**src/rtl/riscv_pkg.sv**
```systemverilog
// Shared RISC-V memory-stage definitions: funct3 load/store codes, result-source
// encoding, memory-stage FSM states and the access-alignment helper.
package riscv_pkg;

  localparam int unsigned XLEN = 32;

  localparam logic [2:0] F3_LB  = 3'b000;
  localparam logic [2:0] F3_LH  = 3'b001;
  localparam logic [2:0] F3_LW  = 3'b010;
  localparam logic [2:0] F3_LBU = 3'b100;
  localparam logic [2:0] F3_LHU = 3'b101;
  localparam logic [2:0] F3_SB  = 3'b000;
  localparam logic [2:0] F3_SH  = 3'b001;
  localparam logic [2:0] F3_SW  = 3'b010;

  localparam logic [1:0] RES_ALU  = 2'b00;
  localparam logic [1:0] RES_LOAD = 2'b01;
  localparam logic [1:0] RES_PC4  = 2'b10;

  typedef enum logic [1:0] {
    IDLE     = 2'd0,
    REQ      = 2'd1,
    WAIT_RSP = 2'd2
  } mem_state_t;

  // Byte accesses never misalign; halfwords need addr[0]=0; everything else is a word.
  function automatic logic is_misaligned(input logic [2:0] f3, input logic [1:0] addr_lo);
    logic mis;
    case (f3[1:0])
      2'b00:   mis = 1'b0;
      2'b01:   mis = addr_lo[0];
      default: mis = (addr_lo != 2'b00);
    endcase
    return mis;
  endfunction

endpackage

```
**src/rtl/memory_stage_if.sv**
```systemverilog
// Data-memory request/response bus between the memory stage (master) and the
// data memory (slave).
interface memory_stage_if #(
  parameter int unsigned DATA_WIDTH = 32,
  parameter int unsigned ADDR_WIDTH = 10
);

  logic                  o_dmem_req;
  logic                  o_dmem_we;
  logic [ADDR_WIDTH-1:0] o_dmem_addr;
  logic [3:0]            o_dmem_be;
  logic [DATA_WIDTH-1:0] o_dmem_wdata;
  logic                  i_dmem_gnt;
  logic                  i_dmem_rvalid;
  logic [DATA_WIDTH-1:0] i_dmem_rdata;

  modport master (
    output o_dmem_req, o_dmem_we, o_dmem_addr, o_dmem_be, o_dmem_wdata,
    input  i_dmem_gnt, i_dmem_rvalid, i_dmem_rdata
  );

  modport slave (
    input  o_dmem_req, o_dmem_we, o_dmem_addr, o_dmem_be, o_dmem_wdata,
    output i_dmem_gnt, i_dmem_rvalid, i_dmem_rdata
  );

endinterface

```
**src/rtl/lsu_align.sv**
```systemverilog
// Load/store lane steering: byte enables and replicated store data, plus
// sign/zero extension of load data, selected by funct3 and address low bits.
module lsu_align
  import riscv_pkg::*;
(
  input  logic [2:0]      f3_i,
  input  logic [1:0]      addr_lo_i,
  input  logic [XLEN-1:0] store_data_i,
  input  logic [XLEN-1:0] load_data_i,
  output logic [3:0]      be_o,
  output logic [XLEN-1:0] wdata_o,
  output logic [XLEN-1:0] rdata_o
);

  logic [7:0]  ld_byte;
  logic [15:0] ld_half;

  // Store side: narrow stores replicate across lanes, byte enables pick the lane.
  always_comb begin
    be_o    = 4'b1111;
    wdata_o = store_data_i;
    case (f3_i)
      F3_SB: begin
        be_o    = 4'(4'b0001 << addr_lo_i);
        wdata_o = {4{store_data_i[7:0]}};
      end
      F3_SH: begin
        be_o    = addr_lo_i[1] ? 4'b1100 : 4'b0011;
        wdata_o = {2{store_data_i[15:0]}};
      end
      default: ;
    endcase
  end

  always_comb begin
    case (addr_lo_i)
      2'd0:    ld_byte = load_data_i[7:0];
      2'd1:    ld_byte = load_data_i[15:8];
      2'd2:    ld_byte = load_data_i[23:16];
      default: ld_byte = load_data_i[31:24];
    endcase
    ld_half = addr_lo_i[1] ? load_data_i[31:16] : load_data_i[15:0];
  end

  // Unknown load funct3 codes fall back to a full word.
  always_comb begin
    case (f3_i)
      F3_LB:   rdata_o = {{24{ld_byte[7]}}, ld_byte};
      F3_LBU:  rdata_o = {24'd0, ld_byte};
      F3_LH:   rdata_o = {{16{ld_half[15]}}, ld_half};
      F3_LHU:  rdata_o = {16'd0, ld_half};
      default: rdata_o = load_data_i;
    endcase
  end

endmodule

```
**src/rtl/memory_stage.sv**
```systemverilog
// RISC-V memory stage: data-memory handshake FSM, pipeline stall, MEM/WB register.
// Optional MISALIGN_TRAP_EN: trap misaligned half/word accesses instead of masking.
module memory_stage
  import riscv_pkg::*;
#(
  parameter int unsigned DATA_WIDTH = 32,
  parameter int unsigned ADDR_WIDTH = 10
) (
  input  logic                  i_clk,
  input  logic                  i_rst,
  input  logic [DATA_WIDTH-1:0] i_alu_result_m,
  input  logic [DATA_WIDTH-1:0] i_write_data_m,
  input  logic                  i_regwrite_m,
  input  logic                  i_memwrite_m,
  input  logic [1:0]            i_resultsrc_m,
  input  logic [4:0]            i_rd_addr_m,
  input  logic [ADDR_WIDTH-1:0] i_pc4_m,
  input  logic [2:0]            i_f3_m,
  memory_stage_if.master        dmem,
  output logic                  o_stall_m,
  output logic [DATA_WIDTH-1:0] o_forward_m,
  output logic                  o_misaligned_m,
  output logic                  o_regwrite_w,
  output logic [1:0]            o_resultsrc_w,
  output logic [4:0]            o_rd_addr_w,
  output logic [DATA_WIDTH-1:0] o_alu_result_w,
  output logic [DATA_WIDTH-1:0] o_read_data_w,
  output logic [ADDR_WIDTH-1:0] o_pc4_w
);

  mem_state_t state_q, state_d;

  logic                  is_load_c;
  logic                  pending_c;
  logic                  misaligned_c;
  logic                  req_c;
  logic                  stall_c;
  logic                  hold_en_c;
  logic [3:0]            be_c;
  logic [DATA_WIDTH-1:0] wdata_c;
  logic [DATA_WIDTH-1:0] load_data_c;

  logic                  hold_we_q;
  logic [ADDR_WIDTH-1:0] hold_addr_q;
  logic [3:0]            hold_be_q;
  logic [DATA_WIDTH-1:0] hold_wdata_q;

  logic                  regwrite_q;
  logic [1:0]            resultsrc_q;
  logic [4:0]            rd_addr_q;
  logic [DATA_WIDTH-1:0] alu_result_q;
  logic [DATA_WIDTH-1:0] read_data_q;
  logic [ADDR_WIDTH-1:0] pc4_q;

  assign is_load_c = (i_resultsrc_m == RES_LOAD);
  assign pending_c = i_memwrite_m | is_load_c;

`ifdef MISALIGN_TRAP_EN
  assign misaligned_c = (state_q == IDLE) & pending_c & ~i_rst
                      & is_misaligned(i_f3_m, i_alu_result_m[1:0]);
`else
  assign misaligned_c = 1'b0;
`endif

  lsu_align u_lsu_align (
    .f3_i         (i_f3_m),
    .addr_lo_i    (i_alu_result_m[1:0]),
    .store_data_i (i_write_data_m),
    .load_data_i  (dmem.i_dmem_rdata),
    .be_o         (be_c),
    .wdata_o      (wdata_c),
    .rdata_o      (load_data_c)
  );

  // Handshake FSM: stall every cycle until the access completes.
  always_comb begin
    state_d   = state_q;
    req_c     = 1'b0;
    stall_c   = 1'b0;
    hold_en_c = 1'b0;
    case (state_q)
      IDLE: begin
        if (pending_c && !misaligned_c) begin
          req_c = 1'b1;
          if (dmem.i_dmem_gnt) begin
            if (is_load_c) begin
              state_d = WAIT_RSP;
              stall_c = 1'b1;
            end
          end else begin
            state_d   = REQ;
            stall_c   = 1'b1;
            hold_en_c = 1'b1;
          end
        end
      end
      REQ: begin
        req_c = 1'b1;
        if (dmem.i_dmem_gnt) begin
          if (hold_we_q) begin
            state_d = IDLE;
          end else begin
            state_d = WAIT_RSP;
            stall_c = 1'b1;
          end
        end else begin
          stall_c = 1'b1;
        end
      end
      WAIT_RSP: begin
        if (dmem.i_dmem_rvalid) begin
          state_d = IDLE;
        end else begin
          stall_c = 1'b1;
        end
      end
      default: state_d = IDLE;
    endcase
  end

  always_ff @(posedge i_clk or posedge i_rst) begin
    if (i_rst) begin
      state_q <= IDLE;
    end else begin
      state_q <= state_d;
    end
  end

  // Freeze the request payload while waiting for a grant.
  always_ff @(posedge i_clk or posedge i_rst) begin
    if (i_rst) begin
      hold_we_q    <= 1'b0;
      hold_addr_q  <= '0;
      hold_be_q    <= '0;
      hold_wdata_q <= '0;
    end else if (hold_en_c) begin
      hold_we_q    <= i_memwrite_m;
      hold_addr_q  <= i_alu_result_m[ADDR_WIDTH+1:2];
      hold_be_q    <= be_c;
      hold_wdata_q <= wdata_c;
    end
  end

  assign dmem.o_dmem_req   = req_c & ~i_rst;
  assign dmem.o_dmem_we    = (state_q == REQ) ? hold_we_q    : i_memwrite_m;
  assign dmem.o_dmem_addr  = (state_q == REQ) ? hold_addr_q  : i_alu_result_m[ADDR_WIDTH+1:2];
  assign dmem.o_dmem_be    = (state_q == REQ) ? hold_be_q    : be_c;
  assign dmem.o_dmem_wdata = (state_q == REQ) ? hold_wdata_q : wdata_c;

  assign o_stall_m      = stall_c & ~i_rst;
  assign o_forward_m    = i_alu_result_m;
  assign o_misaligned_m = misaligned_c;

  // MEM/WB register: a stall or trapped access inserts a bubble.
  always_ff @(posedge i_clk or posedge i_rst) begin
    if (i_rst) begin
      regwrite_q   <= 1'b0;
      resultsrc_q  <= '0;
      rd_addr_q    <= '0;
      alu_result_q <= '0;
      read_data_q  <= '0;
      pc4_q        <= '0;
    end else begin
      regwrite_q   <= i_regwrite_m & ~stall_c & ~misaligned_c;
      resultsrc_q  <= i_resultsrc_m;
      rd_addr_q    <= i_rd_addr_m;
      alu_result_q <= i_alu_result_m;
      read_data_q  <= (state_q == WAIT_RSP) ? load_data_c : '0;
      pc4_q        <= i_pc4_m;
    end
  end

  assign o_regwrite_w   = regwrite_q;
  assign o_resultsrc_w  = resultsrc_q;
  assign o_rd_addr_w    = rd_addr_q;
  assign o_alu_result_w = alu_result_q;
  assign o_read_data_w  = read_data_q;
  assign o_pc4_w        = pc4_q;

endmodule

```
**src/flat_wrapper.sv**
```systemverilog
// flat-port wrapper written by rule: the top's interface ports become plain ports
module memory_stage_flat import riscv_pkg::*;
#(
  parameter int unsigned DATA_WIDTH = 32,
  parameter int unsigned ADDR_WIDTH = 10
)
  (i_clk, i_rst, i_alu_result_m, i_write_data_m, i_regwrite_m, i_memwrite_m, i_resultsrc_m, i_rd_addr_m, i_pc4_m, i_f3_m, o_stall_m, o_forward_m, o_misaligned_m, o_regwrite_w, o_resultsrc_w, o_rd_addr_w, o_alu_result_w, o_read_data_w, o_pc4_w, dmem_o_dmem_req, dmem_o_dmem_we, dmem_o_dmem_addr, dmem_o_dmem_be, dmem_o_dmem_wdata, dmem_i_dmem_gnt, dmem_i_dmem_rvalid, dmem_i_dmem_rdata);
  memory_stage_if #(.DATA_WIDTH(DATA_WIDTH), .ADDR_WIDTH(ADDR_WIDTH)) dmem_i ();
  input  logic i_clk;
  input  logic i_rst;
  input  logic [DATA_WIDTH-1:0] i_alu_result_m;
  input  logic [DATA_WIDTH-1:0] i_write_data_m;
  input  logic i_regwrite_m;
  input  logic i_memwrite_m;
  input  logic [1:0] i_resultsrc_m;
  input  logic [4:0] i_rd_addr_m;
  input  logic [ADDR_WIDTH-1:0] i_pc4_m;
  input  logic [2:0] i_f3_m;
  output logic o_stall_m;
  output logic [DATA_WIDTH-1:0] o_forward_m;
  output logic o_misaligned_m;
  output logic o_regwrite_w;
  output logic [1:0] o_resultsrc_w;
  output logic [4:0] o_rd_addr_w;
  output logic [DATA_WIDTH-1:0] o_alu_result_w;
  output logic [DATA_WIDTH-1:0] o_read_data_w;
  output logic [ADDR_WIDTH-1:0] o_pc4_w;
  output wire logic [$bits(dmem_i.o_dmem_req)-1:0] dmem_o_dmem_req;
  output wire logic [$bits(dmem_i.o_dmem_we)-1:0] dmem_o_dmem_we;
  output wire logic [$bits(dmem_i.o_dmem_addr)-1:0] dmem_o_dmem_addr;
  output wire logic [$bits(dmem_i.o_dmem_be)-1:0] dmem_o_dmem_be;
  output wire logic [$bits(dmem_i.o_dmem_wdata)-1:0] dmem_o_dmem_wdata;
  input wire logic [$bits(dmem_i.i_dmem_gnt)-1:0] dmem_i_dmem_gnt;
  input wire logic [$bits(dmem_i.i_dmem_rvalid)-1:0] dmem_i_dmem_rvalid;
  input wire logic [$bits(dmem_i.i_dmem_rdata)-1:0] dmem_i_dmem_rdata;
  assign dmem_o_dmem_req = dmem_i.o_dmem_req;
  assign dmem_o_dmem_we = dmem_i.o_dmem_we;
  assign dmem_o_dmem_addr = dmem_i.o_dmem_addr;
  assign dmem_o_dmem_be = dmem_i.o_dmem_be;
  assign dmem_o_dmem_wdata = dmem_i.o_dmem_wdata;
  assign dmem_i.i_dmem_gnt = dmem_i_dmem_gnt;
  assign dmem_i.i_dmem_rvalid = dmem_i_dmem_rvalid;
  assign dmem_i.i_dmem_rdata = dmem_i_dmem_rdata;
  memory_stage #(.DATA_WIDTH(DATA_WIDTH), .ADDR_WIDTH(ADDR_WIDTH)) u_core (.i_clk(i_clk), .i_rst(i_rst), .i_alu_result_m(i_alu_result_m), .i_write_data_m(i_write_data_m), .i_regwrite_m(i_regwrite_m), .i_memwrite_m(i_memwrite_m), .i_resultsrc_m(i_resultsrc_m), .i_rd_addr_m(i_rd_addr_m), .i_pc4_m(i_pc4_m), .i_f3_m(i_f3_m), .dmem(dmem_i), .o_stall_m(o_stall_m), .o_forward_m(o_forward_m), .o_misaligned_m(o_misaligned_m), .o_regwrite_w(o_regwrite_w), .o_resultsrc_w(o_resultsrc_w), .o_rd_addr_w(o_rd_addr_w), .o_alu_result_w(o_alu_result_w), .o_read_data_w(o_read_data_w), .o_pc4_w(o_pc4_w));
endmodule
```
**config.mk**
```make
export PLATFORM = sky130hd
export DESIGN_NAME = memory_stage_flat
export DESIGN_NICKNAME = d
export VERILOG_FILES = /design/src/rtl/riscv_pkg.sv /design/src/rtl/memory_stage_if.sv /design/src/rtl/lsu_align.sv /design/src/rtl/memory_stage.sv /design/src/flat_wrapper.sv
export SDC_FILE = /design/constraint.sdc
export NUM_CORES = 1
export LEC_CHECK = 0
export CAP_MARGIN = 10
export CORE_MARGIN = 2
export CORE_UTILIZATION = 35
export CTS_CLUSTER_DIAMETER = 80
export DETAILED_ROUTE_END_ITERATION = 8
export GPL_TIMING_DRIVEN = 0
export MAX_ROUTING_LAYER = met4
export PLACE_DENSITY = 0.69
export SLEW_MARGIN = 10
export SYNTH_ARGS = -nofsm -noshare
export SYNTH_HDL_FRONTEND = slang
export SYNTH_HIERARCHICAL = 1
export SYNTH_SLANG_ARGS = --single-unit
```
**constraint.sdc**
```tcl
create_clock -name i_clk -period 10.6 [get_ports i_clk]
set_input_delay 2.12 -clock i_clk [delete_from_list [all_inputs] [get_ports i_clk]]
set_output_delay 2.12 -clock i_clk [all_outputs]
set_load 0.005 [all_outputs]
```
======== Yosys cells after proc, flatten, opt, wreduce, memory -nomap -nowiden ========
Cells that the tools add are included.
cells by class
  reduce and logical (&&, ||, !) cells .... 4
  eq/ne operators ......................... 12
  mux-type cells .......................... 30
  bitwise gates (word level) .............. 6
  shift-type cells ........................ 1
operators by type and width
  cell                                                    count
  case mux 32 bit (4 select lines)                        1
  2-to-1 mux 32 bit                                       2
  case mux 32 bit (2 select lines)                        1
  case mux 8 bit (3 select lines)                         1
  2-to-1 mux 16 bit                                       1
  2-to-1 mux 2 bit                                        6
  2-to-1 mux 1 bit                                        11
  2-to-1 mux 10 bit                                       1
  2-to-1 mux 4 bit                                        2
  case mux 4 bit (2 select lines)                         1
  == test 2 x 1 -> 1 bit (second input constant)          3
  == test 3 bit (second input constant)                   2
  case mux 2 bit (3 select lines)                         1
  == test 2 bit (second input constant)                   2
  zero test 2 bit                                         2
  inequality test 2 bit (second input constant)           2
  AND reduction 4 bit                                     1
  << shifter 1 x 2 -> 4 bit (first input constant)        1
  AND 1 bit                                               3
  == test 3 x 1 -> 1 bit (second input constant)          1
  zero test 3 bit                                         1
  inequality test 3 x 2 -> 1 bit (second input constant)  1
  case mux 1 bit (3 select lines)                         1
  inequality test 2 x 1 -> 1 bit (second input constant)  1
  other kinds (3)                                         4
word-level totals
  output and inout port bits .............. 164
  bits in registers ....................... 131
  input bits .............................. 122
  word-level logic and storage cells ...... 64

======== Logic depth before layout (Yosys ltp) ========
Gate-level depths: netlist of run 1.
  depth after elaboration ................. 7
  gate-level depth with buffers ........... 6
  mapped depth without buffers ............ 4

======== Cells and area by module ========
Netlist of run 1, hierarchy kept.
modules (own cells, without submodules)
  module        sequential area each (sq um)  instances  cells each  area an instance (sq um)
  memory_stage  3278.1                        1          328         5137.4
  lsu_align     0.0                           1          162         1194.9

======== Worst setup path after synthesis of run 1 ========
No wires, ideal clock.
  kind .................................... input port to output port
  from .................................... input i_f3_m[1]
  to ...................................... output dmem_o_dmem_be[3]
  path slack .............................. 5.194 ns
  arrival ................................. 3.286 ns
  buffers on the path ..................... 2
  data required time ...................... 8.480 ns
  cell stages on the path ................. 5
  cell sequence ........................... buf_2 nor2_2 clkbuf_1 o21ai_0 mux2_2
on the way
  word-level cells in the longest chain between the ends .. 3
  elaborated cells on any way between the ends .. 4
  classes of those cells .................. eq/ne: 1; mux: 2; reduce/logical: 1
RTL lines
  what                                                              RTL line             RTL
  from (decl)                                                       flat_wrapper.sv:18   input logic [2:0] i_f3_m;
  == test 3 x 1 -> 1 bit / zero test 3 bit (equally long branches)  lsu_align.sv:22      case (f3_i)
  case mux 4 bit (2 select lines) *                                 lsu_align.sv:22
  net u_core.be_c[3]                                                memory_stage.sv:39   logic [3:0] be_c;
  2-to-1 mux 4 bit *                                                memory_stage.sv:147  assign dmem.o_dmem_be = (state_q == REQ) ? hold_be_q : be_c;
  to (decl)                                                         flat_wrapper.sv:31   output wire logic [$bits(dmem_i.o_dmem_be)-1:0] dmem_o_dmem_be;
Mark *: on every way through the listed nets, which the timed path passes. The rest lies on a longest branch.

======== Worst setup path after layout of run 1 ========
  from .................................... input i_f3_m[1]
  to ...................................... output dmem_o_dmem_be[1]
Same word-level chain as after synthesis.

==> results of run 1 <==
[layout by cell type, fill, tap and decap left out, drive strengths merged]
cell,count
a31oi,1
nor3,4
nor3b,1
a221o,8
and2,33
a22o,9
mux2,110
clkbuf,29
clkinv,5
or2,1
dfrtp,131
clkdlybuf4s50,284
and3,1
nor2,20
a21oi,18
a311oi,8
conb,1
mux2i,9
clkinvlp,3
mux4,8
nand2b,1
a22oi,1
inv,17
nand2,18
o21ai,15
o32ai,1
buf,62
bufinv,1
nor2b,7
[per-layer routing]
layer  vias up  wire (um)
li1       2281          -
met1      2395       7570
met2       249       9210
met3        39       1380
met4         0        482
met5         -          0
[power breakdown]
group	switching, mW	total, mW	internal, mW
clock	0.235	0.562	0.327
combinational	0.210	0.611	0.401
sequential	0.0552	0.666	0.611
[flip-flops by register name (all words and copies together), names as in the netlist]
| signal | cells |
|---|---|
| u_core/hold_wdata_q | 32 |
| u_core/o_alu_result_w | 32 |
| u_core/o_read_data_w | 32 |
| u_core/hold_addr_q | 10 |
| u_core/o_pc4_w | 10 |
| u_core/o_rd_addr_w | 5 |
| u_core/hold_be_q | 4 |
| u_core/o_resultsrc_w | 2 |
| u_core/state_q | 2 |
| u_core/hold_we_q | 1 |
| u_core/o_regwrite_w | 1 |
[worst max path at each step]
stage / to / cells past startpoint / from / slack (ns)
after floorplan: u_core/hold_addr_q[0] / 1 / i_rst / 4.98
after global placement: u_core/hold_wdata_q[13] / 2 / i_rst / 3.08
after detailed placement: dmem_o_dmem_be[1] / 7 / i_f3_m[1] / 3.63
after CTS: dmem_o_dmem_be[1] / 7 / i_f3_m[1] / 3.63
after global routing: dmem_o_dmem_be[1] / 7 / i_f3_m[1] / 3.49
final: dmem_o_dmem_be[1] / 7 / i_f3_m[1] / 3.66
[worst reg2reg max path, cell delays in order, from the launching register on]
cell     delay, ns
dfrtp_1       0.37
buf_6         0.14
nor3_4        0.22
o21ai_2       0.10
buf_6         0.17
buf_6         0.17
mux2_4        0.31
[layout make-up]
class,count,area [um2]
Inverter,13,53.8
Clock buffer,19,433
Timing Repair Buffer,285,2870
Multi-Input combinational cell,275,2510
Buffer,71,494
Tap cell,229,287
Sequential cell,131,3280
Fill cell,1492,7790
Clock inverter,13,126
[kinds of logic (layout without fill, tap and decap cells)]
kind of cell	Yosys count	in the layout	synth area share, %
AO/OA/AOI/OAI	61	61	6.72
flip-flops	131	131	51.8
buffers and inverters	84	401	8.58
multiplexers	127	127	25.5
AND/OR/NAND/NOR	86	86	7.33
other	1	1	0.0592
[stage by stage]
stage	worst slack [ns]	std cells	utilization (%)	power [mW]	hold slack (ns)
after floorplan	4.98	490	-	0.980	0.474
after global placement	3.08	1003	53.0	1.27	0.483
after detailed placement	3.63	1004	53.2	1.29	0.488
after CTS	3.63	1036	56.4	1.86	0.506
after global routing	3.49	1036	56.4	1.93	0.522
final	3.66	1036	56.4	1.84	0.503
==> impl_metrics.ini, run 1 <==
[cells_and_area]
drive_above_1_share_pct = 26.8
num_antenna_cells = 0
nNetsFinal = 916
syn_to_final_growth_pct = 58.8
design_area_mm2 = 0.0101

[logic_synthesis]
synth_top_area_share_pct = 51.8
synth_cell_type_count = 34
synth_top_area_cell = dfrtp_1
synth_edf_count = 0
synthTopCellsByArea = dfrtp_1, mux2_2, mux2_4, buf_4, and2_1
syn_avg_cell_area_um2 = 12.9
synth_nets = 612
ys_seq_elements = 131
ys_seq_area_share_pct = 51.8
synthArstFlopShare_pct = 100
yosys_warnings = 6
yosysMostFrequentCell = dfrtp_1
synthFlopType = dfrtp_1
synth_area_mm2 = 0.00633
ys_top_cells_by_count = dfrtp_1, mux2_2, buf_4, and2_1, mux2_4
netlist_instances = 490

[min_path]
hp-class = reg -> reg
hp-start = u_core/hold_be_q[1]
holdPathStages = 1
min_to = u_core/hold_be_q[1]

[timing]
hold_violations = 0
min_period_ns = 6.94
fmax_ghz = 0.144
finalSetupTns_ns = 0
rsz0062_at_grt = false
skew_ns = 0.00828
report.final.slew_viol_count = 0
final.period_utilization_pct = 65.5
relSlewSlack_pct = 58.4
setup_violations = 0
tightest_slew_ns = 0.623

[worst_setup_path]
path_max_fanout = 10
critical-path-top-delay-family = buffers and inverters
startpoint_type = primary input
critPathBufInv = 4
rr_worst_depth = 6
crit_required_ns = 8.48
regToRegSetupSlack_ns = 9.01
worstSetupPathType = in -> out
cp_slowest_cell = nor2_2
rr_endpoint = u_core/hold_wdata_q[1]
crit_top_cell = clkdlybuf4s50_1
cp.arrival_ns = 4.82
r2r_start = u_core/state_q[0]
max_stage_delay_ns = 0.52
cp_cell_sequence = clkdlybuf4s50_1, buf_2, nor2_2, clkbuf_1, o21ai_0, mux2_2, clkdlybuf4s50_1
end_kind = primary output

[cts]
h-tree-depth = 4
clock_path_buffers = 2
cts_tree = yes
clk_latency_ns = 0.41
cts_setup_buffers = 0
clock-root-buffer = clkbuf_16
cts_resized = 0
cts_made_buffers = 17
clk_pin_slew_ns = 0.06
hold_buffers = 0
clock-sinks = 131

[route]
dr.pass1.iters = 4
wl_per_cell_um = 18.0
wl_um = 18600
ant_nets = 0
vias = 4964
drc = 0
drtIter0Drc = 255
via_per_inst = 4.79

[placement]
gp_congestion = 0.912
dpl_cell_area_mm2 = 0.00949
dp_hpwl_um = 14200
io_buffers = 284

[global_routing]
grt_max_degree = 79
busiest_layer = met2
grt_antenna_before_repair = 0
grt_use_met1_pct = 24.1
grt_pass1_wl_um = 29600
gr-usage-all-layers_pct = 20.3
grt.overflow.total = 0
use_met2_pct = 33.4
grt_pass1_vias = 5324
use_met3_pct = 5.78

[floorplanning]
die-area_mm2 = 0.0192
initial_core_util_pct = 35.5
die_h_um = 139
rows = 49
die_w_um = 139
io_pins = 286
core_mm2 = 0.0178

[pwr]
max-vdd-ir-drop_mv = 0.107
power_density_mw_per_mm2 = 183
p_leak_nw = 4.35

[status]
outcome = finished clean

[run]
max_cap_viol_count = 0
Power figures use the tool's default switching activity.
==> run 2: changes to the inputs <==
- clock period: 10.6 -> 6.55 ns (I/O delays scaled with it)
==> results of run 2 <==
Same layout as run 1 (identical final DEF). Status: finished clean.
Among the figures that moved: setup slack after placement 3.63 ns -> 1.20 ns; setup slack after layout 3.66 ns -> 1.23 ns; register-to-register setup slack 9.01 ns -> 4.96 ns; total power 1.84 mW -> 2.98 mW; worst IR drop on VDD 0.107 mV -> 0.174 mV
==> run 3: changes to the inputs <==
- clock period: 6.55 -> 5.6 ns (I/O delays scaled with it)
==> results of run 3 <==
Same layout as run 1 (identical final DEF). Status: finished clean.
Among the figures that moved: setup slack after placement 3.63 ns -> 0.633 ns; setup slack after layout 3.66 ns -> 0.660 ns; register-to-register setup slack 9.01 ns -> 4.01 ns; total power 1.84 mW -> 3.48 mW; worst IR drop on VDD 0.107 mV -> 0.203 mV
